$ cat config.mk
export PLATFORM = sky130hd
export DESIGN_NAME = dct_mac_sched
export DESIGN_NICKNAME = d
export VERILOG_FILES = /design/src/rtl/dct_mac_sched.sv
export SDC_FILE = /design/constraint.sdc
export NUM_CORES = 1
export LEC_CHECK = 0
export ABC_AREA = 1
export BUFFER_PORTS_ARGS = -buffer_cell sky130_fd_sc_hd__buf_2
export CORE_MARGIN = 5
export CORE_UTILIZATION = 50
export CTS_CLUSTER_DIAMETER = 30
export DETAILED_ROUTE_END_ITERATION = 8
export HOLD_SLACK_MARGIN = 0.08
export PLACE_DENSITY_LB_ADDON = 0.12
export SYNTH_ARGS = -nofsm -noshare
export SYNTH_HDL_FRONTEND = slang
export SYNTH_SLANG_ARGS = --single-unit
$ cat constraint.sdc
create_clock -name clk -period 1.8 [get_ports clk]
set_input_delay 0 -clock clk [delete_from_list [all_inputs] [get_ports clk]]
set_output_delay 0 -clock clk [all_outputs]
set_load 0.005 [all_outputs]
$ cat src/rtl/dct_mac_sched.sv
// rtl/dct_mac_sched.sv - row sequencer for the eight-tap DCT multiply-accumulate units
module dct_mac_sched #(
    parameter int TAPS    = 8,
    parameter int ROWS    = 8,
    parameter int MAC_LAT = 2,
    localparam int CW     = $clog2(TAPS),
    localparam int RW     = (ROWS > 1) ? $clog2(ROWS) : 1
) (
    input  logic          clk,
    input  logic          rst,
    input  logic          ena,
    input  logic          din_valid,
    input  logic          din_sof,
    output logic          din_ready,
    output logic          mac_clr,
    output logic          mac_en,
    output logic [CW-1:0] coef_sel,
    output logic [RW-1:0] row_idx,
    output logic          res_en,
    output logic          res_valid,
    input  logic          res_ready,
    output logic          block_done,
    output logic          busy,
    output logic          err_sof
);

    typedef enum logic [2:0] {
        S_IDLE,
        S_ACC,
        S_DRAIN,
        S_CAPT,
        S_HOLD
    } state_t;

    state_t        state_q, state_d;
    logic [CW-1:0] cnt_q, cnt_d;
    logic [RW-1:0] row_q, row_d;
    logic [2:0]    drain_q, drain_d;
    logic          res_valid_q, res_valid_d;
    logic          block_done_q, block_done_d;
    logic          err_sof_q, err_sof_d;
    logic          acc;

    always_ff @(posedge clk or negedge rst) begin
        if (!rst) begin
            state_q      <= S_IDLE;
            cnt_q        <= '0;
            row_q        <= '0;
            drain_q      <= '0;
            res_valid_q  <= 1'b0;
            block_done_q <= 1'b0;
            err_sof_q    <= 1'b0;
        end else begin
            state_q      <= state_d;
            cnt_q        <= cnt_d;
            row_q        <= row_d;
            drain_q      <= drain_d;
            res_valid_q  <= res_valid_d;
            block_done_q <= block_done_d;
            err_sof_q    <= err_sof_d;
        end
    end

    // Every transition is qualified by ena, either directly or through din_ready.
    always_comb begin
        state_d      = state_q;
        cnt_d        = cnt_q;
        row_d        = row_q;
        drain_d      = drain_q;
        res_valid_d  = res_valid_q;
        block_done_d = 1'b0;
        err_sof_d    = 1'b0;
        din_ready    = 1'b0;
        acc          = 1'b0;
        mac_en       = 1'b0;
        mac_clr      = 1'b0;
        coef_sel     = cnt_q;
        res_en       = 1'b0;

        case (state_q)
            S_IDLE: begin
                din_ready = ena & rst;
                acc       = din_ready & din_valid;
                if (acc && din_sof) begin
                    mac_en   = 1'b1;
                    mac_clr  = 1'b1;
                    coef_sel = '0;
                    cnt_d    = CW'(1);
                    row_d    = '0;
                    state_d  = S_ACC;
                end
            end
            S_ACC: begin
                din_ready = ena & rst;
                acc       = din_ready & din_valid;
                if (acc) begin
                    mac_en = 1'b1;
                    if (din_sof && (row_q != '0 || cnt_q != '0)) begin
                        // Mid-block start of frame: abandon the block and restart it.
                        err_sof_d = 1'b1;
                        mac_clr   = 1'b1;
                        coef_sel  = '0;
                        cnt_d     = CW'(1);
                        row_d     = '0;
                    end else begin
                        mac_clr = (cnt_q == '0);
                        cnt_d   = cnt_q + 1'b1;
                        if (cnt_q == CW'(TAPS - 1)) begin
                            drain_d = '0;
                            state_d = (MAC_LAT > 0) ? S_DRAIN : S_CAPT;
                        end
                    end
                end
            end
            S_DRAIN: begin
                if (ena) begin
                    if (drain_q == 3'(MAC_LAT - 1)) begin
                        drain_d = '0;
                        state_d = S_CAPT;
                    end else begin
                        drain_d = drain_q + 1'b1;
                    end
                end
            end
            S_CAPT: begin
                res_en = ena;
                if (ena) begin
                    res_valid_d = 1'b1;
                    state_d     = S_HOLD;
                end
            end
            S_HOLD: begin
                if (ena && res_ready) begin
                    res_valid_d = 1'b0;
                    if (row_q == RW'(ROWS - 1)) begin
                        block_done_d = 1'b1;
                        row_d        = '0;
                        state_d      = S_IDLE;
                    end else begin
                        row_d   = row_q + 1'b1;
                        state_d = S_ACC;
                    end
                end
            end
            default: state_d = S_IDLE;
        endcase
    end

    assign row_idx    = row_q;
    assign res_valid  = res_valid_q;
    assign block_done = block_done_q & ena;
    assign err_sof    = err_sof_q & ena;
    assign busy       = (state_q != S_IDLE);

endmodule
==> impl_metrics.csv <==
group,metric,value,unit
run_status,status,"finished clean",
finish,area_growth,15.45,%
clocking,cts_tree,"built",
timing,tightest_slew,0.3677,ns
logic_synthesis,syn_area,1094,sq um
logic_synthesis,syn_inst,152,
timing,fmax,0.6011,GHz
routing,drcViolationCount,0,
logic_synthesis,yosysWarnings,0,
setup_path,critPathKind,"flip-flop to primary output",
setup_path,critical_path.max_fanout,9,
die,dieArea,3222,sq um
clocking,clock_sinks,15,
clocking,h-tree-depth,1,
logic_synthesis,synth-async-reset-ratio,100.0,%
pwr,p_per_area,1351,nW/um^2
setup_path,cp_data_required_time,1.80,ns
pwr,combPwrFrac,55.3,%
setup_path,arrival,1.66,ns
timing,rsz0062_at_grt,"false",
pwr,seq_power_share,33.2,%
timing,min_period_over_period,92.42,%
clocking,post_cts_resized,0,
clocking,clk_latency,0.29,ns
flow_run,drv_cap,0,
logic_synthesis,synth_edf_count,0,
setup_path,worstSetupStartpointType,"flip-flop",
routing,drtIter0Drc,13,
setup_path,rrSetupSlack,0.21,ns
global_route,grt-ovfl-total,0,
routing,wl,2276,microns
die,fp.dieW,56.77,microns
routing,detail_route.wl_per_cell,11.16,microns
finish,fin_util,58.77,%
timing,final_hold_viol_count,0,
timing,slew-limit-headroom,75.49,%
global_route,grt_usage,15.36,%
pwr,switching_share,49.40,%
timing,fin_skew,0.002773,ns
logic_synthesis,yosys-top-cells-count,"nand2_1, inv_1, nor2_1, dfrtp_1, nand3_1",
global_route,grt_pass1_wl,3960,microns
die,start_util,50.90,%
pwr,p_switching,0.8425,mW
setup_path,cp-startpoint,"state_q[0]",
global_route,antenna_found_initial,0,
place,hpwl,1821,microns
clocking,cts_setup_buffers,0,
logic_synthesis,syn_nets,164,
finish,finalNonFillerCells,204,
logic_synthesis,yosysUniqueCellTypes,26,
setup_path,r2r_end,"state_q[1]",
die,die_y,56.77,microns
setup_path,r2r_start,"cnt_q[0]",
logic_synthesis,synthTopCellsByArea,"dfrtp_1, nand2_1, ha_1",
global_route,grt_pass1_vias,905,
finish,nets,189,
logic_synthesis,syn_area_per_cell,7.194,sq um
routing,drt_first_pass_iters,4,
logic_synthesis,synth_top_cell_by_area,"dfrtp_1",
timing,setup_viol,0,
pwr,leakage,0.7173,nW
clocking,path_clk_slew,0.09,ns
clocking,cts_hold_buf,3,
timing,finalSetupTns,0,ns
die,boundaryPins,20,
routing,ant_nets,0,
hold_path,hold_class,"primary input to async pin",
global_route,grt_max_degree,11,
setup_path,rr_worst_depth,11,
finish,final_layout_size_suffix_gt1_share,23.30,%
clocking,root_buffer,"clkbuf_4",
clocking,clockBufferDepth,2,
setup_path,crit_path_end,"coef_sel[1]",
pwr,intPower,0.8631,mW
die,fp-row-count,17,
logic_synthesis,ys.flop_type,"dfrtp_1",
finish,fillers,224,
die,core_area,2148,sq um
setup_path,crit_path_end_kind,"primary output",
logic_synthesis,synth-seq-cells,15,
pwr,irDropWorstVdd,0.8511,mV
logic_synthesis,yosysMostFrequentCell,"nand2_1",
routing,vias,1030,
timing,period_minus_slack,1.663,ns
finish,diodes,0,
logic_synthesis,synth_top_area_share,34.32,%
logic_synthesis,yosysSeqAreaShare,34.32,%
routing,viasPerCell,5.049,
place,gp_congestion,0.8249,
place,io_buffers,19,
clocking,numCtsBuffers,3,
pwr,pwr-share-clk,11.5,%
place,place_inst,197,
timing,slew_viol_final,0,
-- through the flow --
step	hold slack [ns]	setup slack [ns]	area (sq um)	total power, mW
final	0.09569	0.1365	1262	1.706
after detailed placement	-0.1287	0.2183	1205	1.516
after CTS	0.08665	0.1173	1262	1.729
after global routing	0.1078	0.0005936	1262	1.897
after floorplan	-0.2956	0.3923	1094	1.307
after global placement	-0.1354	0.2439	1205	1.504
-- logic make-up (layout without fill, tap and decap cells) --
| group | after synthesis | count (layout) | share of synthesized area [%] |
|---|---|---|---|
| buf+inv | 23 | 47 | 9.267 |
| compound gates | 13 | 13 | 6.979 |
| fa+ha+maj | 6 | 6 | 6.865 |
| flops | 15 | 15 | 34.32 |
| xor+xnor | 2 | 2 | 1.602 |
| simple gates | 93 | 93 | 40.96 |
-- power by group through the flow --
stage,Combinational [mW],Clock (mW),Sequential [mW]
detailed placement,0.943,0,0.573
floorplan,0.802,0,0.505
global placement,0.937,0,0.567
finish,0.944,0.196,0.566
CTS,0.956,0.207,0.566
global route,1.08,0.231,0.587
-- worst min path at each step --
stage / from / end / slack (ns) / depth (start not counted)
final: rst / cnt_q[2] / 0.1 / 2
after detailed placement: rst / err_sof_q / -0.13 / 1
after global routing: rst / drain_q[0] / 0.11 / 2
after floorplan: rst / block_done_q / -0.30 / 0
after global placement: rst / err_sof_q / -0.14 / 1
after CTS: rst / cnt_q[2] / 0.09 / 2
-- registers in the layout (all words and copies together), names as in the netlist --
register	count
block_done_q	1
cnt_q	3
drain_q	3
err_sof_q	1
res_valid	1
row_idx	3
state_q	3
-- critical path, stage by stage (launching register included) --
cell and delay (ns):
dfrtp_1 0.56, nand2_2 0.11, nor2_4 0.17, nand2_1 0.15
o21ai_1 0.21, nor2_1 0.05, buf_2 0.12
-- metal layers --
metal  part of all wire [%]  up-vias  GRT usage (%)
met3                    3.8        5          2.759
met1                     48      479          20.96
li1                       -      531              -
met5                      0        -              0
met2                     47       15          24.42
met4                    1.5        0          4.967
-- cells in the final DEF (no fill, tap or decap) --
cell,instances
nor2_1,18
dfrtp_1,15
buf_2,19
clkinv_2,1
o21ai_1,3
clkbuf_4,3
nor2_4,3
nand3_1,11
nand2_1,42
o22ai_1,1
nor3_1,1
inv_1,18
nor2_2,4
nand2_2,3
o21ai_2,2
ha_1,6
a21oi_1,3
xnor2_1,1
or2_0,1
nand3b_1,2
xor2_1,1
dlygate4sd3_1,3
nand4_1,5
o21ai_0,3
o21a_1,1
inv_2,2
buf_4,1
nand3_2,1
nand2_4,2
-- area by class of cell --
type	count	area [sq um]	share of cell area (%)
clock buffers	3	22.52	1.784
clock inverters	1	5.005	0.3964
inverters	20	75.07	5.946
multi-input cells	114	616.8	48.86
flip-flops and latches	15	375.4	29.73
well taps	28	35.03	2.775
repair buffers	23	132.6	10.51
No activity file was read; power rests on OpenSTA's default activity.
